===== config.mk =====
export PLATFORM = sky130hd
export DESIGN_NAME = pipeline_hazard_ctrl
export DESIGN_NICKNAME = d
export VERILOG_FILES = /design/src/rtl/hazard_pkg.sv /design/src/rtl/load_use_detect.sv /design/src/rtl/pipeline_hazard_ctrl.sv
export SDC_FILE = /design/constraint.sdc
export NUM_CORES = 1
export LEC_CHECK = 0
export BUFFER_PORTS_ARGS = -buffer_cell sky130_fd_sc_hd__buf_2
export CAP_MARGIN = 20
export CORE_ASPECT_RATIO = 0.9
export CORE_MARGIN = 1.5
export CORE_UTILIZATION = 55
export CTS_CLUSTER_DIAMETER = 80
export CTS_CLUSTER_SIZE = 20
export DETAILED_ROUTE_END_ITERATION = 6
export GPL_TIMING_DRIVEN = 0
export PLACE_DENSITY = 0.84
export SYNTH_ARGS = -nofsm -noshare
export SYNTH_HDL_FRONTEND = slang
export SYNTH_SLANG_ARGS = --single-unit

===== constraint.sdc =====
create_clock -name clk -period 5.2 [get_ports clk]
set_input_delay 0.78 -clock clk [delete_from_list [all_inputs] [get_ports clk]]
set_output_delay 0.78 -clock clk [all_outputs]
set_load 0.005 [all_outputs]

===== src/rtl/hazard_pkg.sv =====
// Shared types and constants for the pipeline stall/flush controller.
package hazard_pkg;

    typedef enum logic [1:0] {
        RUN      = 2'd0,
        MEM_WAIT = 2'd1,
        HALT     = 2'd2
    } state_t;

    typedef struct packed {
        logic pc_write;
        logic ifid_write;
        logic ifid_flush;
        logic idex_bubble;
        logic pipe_hold;
    } ctrl_t;

    localparam logic [4:0] REG_ZERO = 5'd0;

    localparam ctrl_t CTRL_FREEZE = '{pc_write: 1'b0, ifid_write: 1'b0, ifid_flush: 1'b0,
                                      idex_bubble: 1'b0, pipe_hold: 1'b1};
    localparam ctrl_t CTRL_FLUSH  = '{pc_write: 1'b1, ifid_write: 1'b1, ifid_flush: 1'b1,
                                      idex_bubble: 1'b1, pipe_hold: 1'b0};
    localparam ctrl_t CTRL_STALL  = '{pc_write: 1'b0, ifid_write: 1'b0, ifid_flush: 1'b0,
                                      idex_bubble: 1'b1, pipe_hold: 1'b0};
    localparam ctrl_t CTRL_ADV    = '{pc_write: 1'b1, ifid_write: 1'b1, ifid_flush: 1'b0,
                                      idex_bubble: 1'b0, pipe_hold: 1'b0};

endpackage


===== src/rtl/load_use_detect.sv =====
// Flags a load in ID/EX whose destination feeds the instruction in IF/ID.
module load_use_detect
    import hazard_pkg::*;
(
    input  logic       idex_memread,
    input  logic [4:0] idex_rt,
    input  logic [4:0] ifid_rs,
    input  logic [4:0] ifid_rt,
    output logic       load_use
);

    // Register 0 is hardwired, so a load targeting it never creates a dependency.
    assign load_use = idex_memread && (idex_rt != REG_ZERO) &&
                      ((idex_rt == ifid_rs) || (idex_rt == ifid_rt));

endmodule


===== src/rtl/pipeline_hazard_ctrl.sv =====
// Stall/flush controller for the five-stage pipeline with memory-wait watchdog
// and saturating performance counters.
module pipeline_hazard_ctrl
    import hazard_pkg::*;
#(
    parameter int MEM_TIMEOUT = 15,
    parameter int CNT_W       = 16
) (
    input  logic             clk,
    input  logic             rst_n,
    input  logic [4:0]       ifid_rs,
    input  logic [4:0]       ifid_rt,
    input  logic             idex_memread,
    input  logic [4:0]       idex_rt,
    input  logic             ex_branch_taken,
    input  logic             exmem_memread,
    input  logic             exmem_memwrite,
    input  logic             mem_ready,
    output logic             pc_write,
    output logic             ifid_write,
    output logic             ifid_flush,
    output logic             idex_bubble,
    output logic             pipe_hold,
    output logic             mem_error,
    output logic [CNT_W-1:0] stall_cycles,
    output logic [CNT_W-1:0] flush_count
);

    localparam int                WAIT_W     = $clog2(MEM_TIMEOUT + 1);
    localparam logic [WAIT_W-1:0] WAIT_LIMIT = WAIT_W'(MEM_TIMEOUT);
    localparam logic [CNT_W-1:0]  CNT_MAX    = '1;

    state_t            state;
    state_t            state_next;
    logic [WAIT_W-1:0] wait_cnt;
    logic [WAIT_W-1:0] wait_cnt_next;
    logic              set_error;
    logic              mem_req;
    logic              load_use;
    ctrl_t             ctrl;

    function automatic ctrl_t resolve(input logic branch, input logic hazard);
        if (branch) begin
            return CTRL_FLUSH;
        end else if (hazard) begin
            return CTRL_STALL;
        end
        return CTRL_ADV;
    endfunction

    function automatic logic [CNT_W-1:0] sat_inc(input logic [CNT_W-1:0] value);
        return (value == CNT_MAX) ? value : value + CNT_W'(1);
    endfunction

    assign mem_req = exmem_memread | exmem_memwrite;

    load_use_detect u_load_use_detect (
        .idex_memread (idex_memread),
        .idex_rt      (idex_rt),
        .ifid_rs      (ifid_rs),
        .ifid_rt      (ifid_rt),
        .load_use     (load_use)
    );

    always_comb begin
        ctrl          = CTRL_FREEZE;
        state_next    = state;
        wait_cnt_next = wait_cnt;
        set_error     = 1'b0;
        case (state)
            RUN: begin
                if (mem_req && !mem_ready) begin
                    state_next    = MEM_WAIT;
                    wait_cnt_next = WAIT_W'(1);
                end else begin
                    ctrl = resolve(ex_branch_taken, load_use);
                end
            end
            MEM_WAIT: begin
                if (!mem_ready) begin
                    if (wait_cnt == WAIT_LIMIT) begin
                        state_next = HALT;
                        set_error  = 1'b1;
                    end else begin
                        wait_cnt_next = wait_cnt + WAIT_W'(1);
                    end
                end else begin
                    // A ready arriving on the limit cycle still completes cleanly.
                    ctrl          = resolve(ex_branch_taken, load_use);
                    state_next    = RUN;
                    wait_cnt_next = '0;
                end
            end
            HALT: begin
                ctrl = CTRL_FREEZE;
            end
            default: begin
                ctrl       = CTRL_FREEZE;
                state_next = RUN;
            end
        endcase
    end

    // Reset overrides the Mealy outputs so the pipeline is quiescent while held.
    assign pc_write    = rst_n & ctrl.pc_write;
    assign ifid_write  = rst_n & ctrl.ifid_write;
    assign ifid_flush  = rst_n & ctrl.ifid_flush;
    assign idex_bubble = rst_n & ctrl.idex_bubble;
    assign pipe_hold   = rst_n & ctrl.pipe_hold;

    always_ff @(posedge clk or negedge rst_n) begin
        if (!rst_n) begin
            state    <= RUN;
            wait_cnt <= '0;
        end else begin
            state    <= state_next;
            wait_cnt <= wait_cnt_next;
        end
    end

    always_ff @(posedge clk or negedge rst_n) begin
        if (!rst_n) begin
            mem_error    <= 1'b0;
            stall_cycles <= '0;
            flush_count  <= '0;
        end else begin
            if (set_error) begin
                mem_error <= 1'b1;
            end
            if ((state != HALT) && !ctrl.pc_write) begin
                stall_cycles <= sat_inc(stall_cycles);
            end
            if (ctrl.ifid_flush) begin
                flush_count <= sat_inc(flush_count);
            end
        end
    end

endmodule


# Yosys cells after proc, flatten, opt, wreduce, memory -nomap -nowiden
# Index checks and enable logic that the tools add are counted.
dict set report word_totals {
  latch_bits 0
  out_inout_bits 38
  in_bits 22
  mem_bits_rw 0
  mem_count 0
  rom_bits 0
  ff_bits 39
}
dict set report classes {
  n_mul 0
  reduce_logical 14
  addsub 3
  shift 0
  eq_ne 11
  div_mod_pow 0
  bitwise 9
  n_mux 24
  n_lt_le_gt_ge 0
}
# operator n
set op_table {}
lappend op_table {{adder 16 x 1 -> 16 bit, second input constant} 2}
lappend op_table {{equality test 16 bit, second input constant} 2}
lappend op_table {{two-way mux 5 bit} 6}
lappend op_table {{two-way mux 4 bit} 3}
lappend op_table {{equality test 5 bit} 2}
lappend op_table {{case mux 5 bit (2 select lines)} 1}
lappend op_table {{two-way mux 1 bit} 9}
lappend op_table {{case mux 4 bit (2 select lines)} 1}
lappend op_table {{two-way mux 2 bit} 3}
lappend op_table {{inequality test 3 bit, second input constant} 2}
lappend op_table {{case mux 2 bit (3 select lines)} 1}
lappend op_table {{AND reduction 3 bit} 2}
lappend op_table {{AND 1 bit} 5}
lappend op_table {{nonzero test 5 bit} 1}
lappend op_table {{adder 4 x 1 -> 4 bit, second input constant} 1}
lappend op_table {{equality test 4 bit, second input constant} 1}
lappend op_table {{logical AND 1 bit} 4}
lappend op_table {{inequality test 2 bit, second input constant} 2}
lappend op_table {{AND reduction 2 bit} 2}
lappend op_table {{inverter 1 bit} 3}
lappend op_table {{equality test 2 x 1 -> 1 bit, second input constant} 1}
lappend op_table {{equality test 2 bit, second input constant} 1}
lappend op_table {{zero test 1 bit} 2}
lappend op_table {{zero test 2 bit} 1}
lappend op_table {{other kinds (3)} 3}

# Longest topological paths before layout
dict set report logic_depth {
  ltp_word 13
  depth_mapped 7
  ltp_nobuf 6
}

# Hierarchy
# From an unflattened synthesis, not the netlist that was laid out.
dict set report unflattened {
  hier_cells 213
  area_unflattened_um2 2159.6
}
# mod seq_area_each_um2 cells_each instances area_each_um2
set by_module_without_submodules {}
lappend by_module_without_submodules {pipeline_hazard_ctrl 975.9 196 1 2034.5}
lappend by_module_without_submodules {load_use_detect 0.0 17 1 125.1}

# Least setup slack after synthesis
# No wires, ideal clock.
dict set report synth_timing {
  path_kind {input -> output}
  start {input port idex_rt[0]}
  end {output port pc_write}
  arrival_ns 1.855
  slack_ns 2.565
  stages 5
  required_ns 4.420
  cell_sequence {or4_1 -> o21ai_2 -> nor3_1 -> nor2_1 -> buf_4}
}
dict set report synth_between {
  elab_chain_len 11
  word_cells_on_any_way 18
}
# item line
set synth_rtl {}
lappend synth_rtl {{start: declaration} pipeline_hazard_ctrl.sv:14} ;# input logic [4:0] idex_rt,
lappend synth_rtl {{equality test 5 bit / nonzero test 5 bit (equally long branches)} {load_use_detect.sv:14, load_use_detect.sv:13}}
lappend synth_rtl {{logical OR 1 bit / logical AND 1 bit (equally long branches)} {load_use_detect.sv:14, load_use_detect.sv:13}}
lappend synth_rtl {{logical AND 1 bit *} load_use_detect.sv:13} ;# assign load_use = idex_memread && (idex_rt != REG_ZERO) &&
lappend synth_rtl {{two-way mux 1 bit *} pipeline_hazard_ctrl.sv:45} ;# end else if (hazard) begin
lappend synth_rtl {{two-way mux 1 bit *} pipeline_hazard_ctrl.sv:43} ;# if (branch) begin
lappend synth_rtl {{two-way mux 1 bit, on equally long branches} {pipeline_hazard_ctrl.sv:80, pipeline_hazard_ctrl.sv:72}}
lappend synth_rtl {{two-way mux 1 bit} pipeline_hazard_ctrl.sv:70} ;# case (state)
lappend synth_rtl {{two-way mux 5 bit} pipeline_hazard_ctrl.sv:48} ;# return CTRL_ADV;
lappend synth_rtl {{two-way mux 5 bit, on equally long branches} {pipeline_hazard_ctrl.sv:80, pipeline_hazard_ctrl.sv:72}}
lappend synth_rtl {{case mux 5 bit (2 select lines) *} pipeline_hazard_ctrl.sv:70}
lappend synth_rtl {{AND 1 bit *} pipeline_hazard_ctrl.sv:105} ;# assign pc_write = rst_n & ctrl.pc_write;
lappend synth_rtl {{end: declaration} pipeline_hazard_ctrl.sv:19} ;# output logic pc_write,
# Mark *: on every way between the ends. The rest lies on a longest branch, timed or not. The select of a mux whose other input is x is not followed.

# Worst setup path in the final report
# Same ends and word-level chain as after synthesis.

==> reports/metrics.cfg <==
[sta]
timing.final.crit_period_ps=2866
worstMarginPinSlew_ps=847.2
unrepaired_setup_endpoints_after_global_routing=false
finalCritPeriodShare_pct=55.11
fmaxAchievable_mhz=349.0
hold_violations_final=0
fin_hold_ws_ps=479.2
worst_slew_margin_rel_pct=43.52
final-setup-viol-count=0
timing.setup.tns_ps=0
final.setup_skew_ps=2.578
slew_violations=0

[logic_synthesis]
synth.ff_latch_count=39
synth.yosys.warnings=0
synth_fp_nets=227
synth_cell_types=36
largest_cells_by_area_after_synthesis=sky130_fd_sc_hd__dfrtp_1 (47%), sky130_fd_sc_hd__xnor2_1 (9.7%), sky130_fd_sc_hd__xor2_1 (7.6%)
mean_instance_size_in_the_synthesized_netlist_sq_um=10.29
register_area_share_after_synthesis_pct=46.96
netlist.top_cell.by_area=sky130_fd_sc_hd__dfrtp_1
synth_top_cell_area_share_pct=46.96
synthesized_instance_count=202
post_syn_area_sq_mm=0.002078

[floorplanning]
core.rowCount=20
dieArea_sq_mm=0.004157
initial_core_util_pct=59.32
height_of_the_chip_microns=61.32
dieWidth_microns=67.80
floorplan.io_pins=60
core_area_sq_mm=0.003503

[routing]
drt-wirelength-per-cell_microns=12.69
detailedRoute.firstIterationViolations=117
drt_pass1_iterations=4
wl_microns=3959
detailroute.via_count=1695
postRouteAntennaNets=0
route.detailed.vias_per_inst=5.433
route.detailed.drc=0

[worst_setup_path]
worstSetupEndpointType=primary output
critical_path_class=in -> out
worstPathRequired_ps=4420
worst_setup_path_start_kind=primary input
worst-endpoint-arrival_ps=2090
critPathMaxFanout=3

[cts]
tritoncts_clock_tree=done
cts_repair_resize_count=0
tritoncts_num_sinks=39
cts_root_buffer=sky130_fd_sc_hd__clkbuf_8
insertion_delay_ps=290
cts.reportedPaths.clkPinSlew_ps=70
cts_setup_buffers=0
clock_tree.htree_level_count=2
cts_max_path_buffers=2
cts-buffers-inserted=5
hold_buffers=0

[placed_design]
gpl.final_weighted_congestion=0.7525
dp_hpwl_microns=2843
port_buffers=58

[layout]
multi_input_comb_area_sq_mm=0.001062
fillers=258
drive_above_1_share_pct=30.22
area.growth.synth_to_final_pct=22.28
antenna_cells=0
seq_area_sq_um=975.9
fin_nets=292

[min_path]
min_path_type=reg -> reg

[power_and_ir_drop]
swShare_pct=30.02
cellInternalPower_mw=0.6294
power_density_mw_per_mm2=353.9
pwr-share-seq_pct=47.8
netSwitchingPower_mw=0.2700
power.combinational.fraction_pct=23.3
leakage_nw=1.287
vdd.ir_drop.worst_v=0.0002457
clock_power_share_pct=28.9

[global_route]
grt_antenna_before_repair=0
first_global_vias=1451
grt_pass1_wl_microns=6313
track_usage_pct=20.28
pin_count_of_the_biggest_net_entering_global_routing=43
globalRouteOverflowTotal=0

[run_status]
outcome=completed

[flow_run]
maxCapViolations=0

-- state kept, by name, summed over array words and instances (netlist names) --
register,count
flush_count,16
stall_cycles,16
wait_cnt,4
state,2
mem_error,1
-- synthesized netlist by cell type (all sizes together) --
master	count
nand3	14
nand2	16
nor3b	2
nor2b	2
o21ai	1
a22oi	1
a22o	1
nand4b	1
nor2	23
or2	2
dfrtp	39
o21ba	2
o41ai	1
nand4	11
mux2	3
and4	6
inv	2
clkbuf	1
ha	3
a21oi	4
buf	4
or4	1
nand2b	1
xnor2	23
o2bb2ai	1
o211ai	1
and3	9
a31oi	1
nor3	7
or3	1
xor2	18
-- per-layer routing --
metal | vias to the layer above | share of wire [%] | wire length, microns | track usage, %
met2 | 43 | 46 | 1838 | 33.47
met1 | 806 | 47 | 1873 | 26.61
li1 | 839 | - | - | -
met4 | 0 | 1.7 | 66 | 7.714
met5 | - | 0 | 0 | 0
met3 | 7 | 4.5 | 180 | 4.388
-- through the flow --
| step | setup slack, ps | total power, mW | instance area [sq um] | utilization (%) | cells |
|---|---|---|---|---|---|
| 6_report | 2334 | 0.8994 | 2541 | 72.54 | 312 |
| 5_1_grt | 2202 | 0.9556 | 2541 | 72.54 | 312 |
| 4_1_cts | 2319 | 0.9055 | 2541 | 72.54 | 312 |
| 3_5_place_dp | 2320 | 0.6463 | 2424 | 69.18 | 304 |
| 3_3_place_gp | 2357 | 0.6367 | 2424 | 69.18 | 304 |
| 2_1_floorplan | 2565 | 0.5514 | 2078 | - | 202 |
-- critical path: stages --
cell and delay (ps):
sky130_fd_sc_hd__buf_2 120, sky130_fd_sc_hd__or4_1 540, sky130_fd_sc_hd__o21ai_2 220, sky130_fd_sc_hd__nor3_1 80, sky130_fd_sc_hd__nor2_1 130, sky130_fd_sc_hd__buf_4 120
sky130_fd_sc_hd__buf_2 90
-- logic make-up (layout without fill, tap and decap cells) --
group | after synthesis | count (layout) | share of synthesized area, %
buf+inv | 7 | 73 | 1.927
xor+xnor | 41 | 41 | 17.28
simple gates | 96 | 96 | 24.44
compound gates | 13 | 13 | 5.780
fa+ha+maj | 3 | 3 | 1.806
flops | 39 | 39 | 46.96
mux | 3 | 3 | 1.806
-- cell usage in the layout, fill, tap and decap left out, types with 2 or more instances in the layout --
master	count
sky130_fd_sc_hd__a21oi_1	4
sky130_fd_sc_hd__and3_1	9
sky130_fd_sc_hd__and4_1	6
sky130_fd_sc_hd__buf_2	60
sky130_fd_sc_hd__clkbuf_8	6
sky130_fd_sc_hd__dfrtp_1	39
sky130_fd_sc_hd__ha_1	3
sky130_fd_sc_hd__inv_1	2
sky130_fd_sc_hd__nand2_1	16
sky130_fd_sc_hd__nand3_1	14
sky130_fd_sc_hd__nand4_1	11
sky130_fd_sc_hd__nor2_1	23
sky130_fd_sc_hd__nor2b_1	2
sky130_fd_sc_hd__nor3_1	5
sky130_fd_sc_hd__nor3_2	2
sky130_fd_sc_hd__nor3b_1	2
sky130_fd_sc_hd__o21ba_2	2
sky130_fd_sc_hd__or2_2	2
sky130_fd_sc_hd__xnor2_1	23
sky130_fd_sc_hd__xor2_1	18
-- worst paths after layout --
kind,from,endpoint,slack (ps),cells after the start
setup reg to reg,stall_cycles[7],stall_cycles[1],3180,6
hold / removal,mem_error,mem_error,480,1
min in group asynchronous,rst_n,flush_count[5],590,1
hold reg to reg,mem_error,mem_error,480,1
max in group asynchronous,rst_n,stall_cycles[4],4070,1
setup / recovery,idex_rt[0],pc_write,2330,7
-- cell type report --
class	instances	area share [%]
multi-input combinational	156	41.80
timing repair buffer	58	11.42
buffer	5	1.280
sequential	39	38.40
tap	44	2.166
clock inverter	2	1.379
inverter	2	0.2954
clock buffer	6	3.250
-- power groups by stage --
stage / Sequential (mW) / Combinational [mW] / Clock, mW
after floorplan: 0.428 / 0.123 / 0
after global placement: 0.430 / 0.206 / 0
after detailed placement: 0.433 / 0.213 / 0
after CTS: 0.428 / 0.214 / 0.263
after global routing: 0.440 / 0.239 / 0.277
final: 0.430 / 0.210 / 0.260
Note: power is estimated with default switching activity, not from simulation.
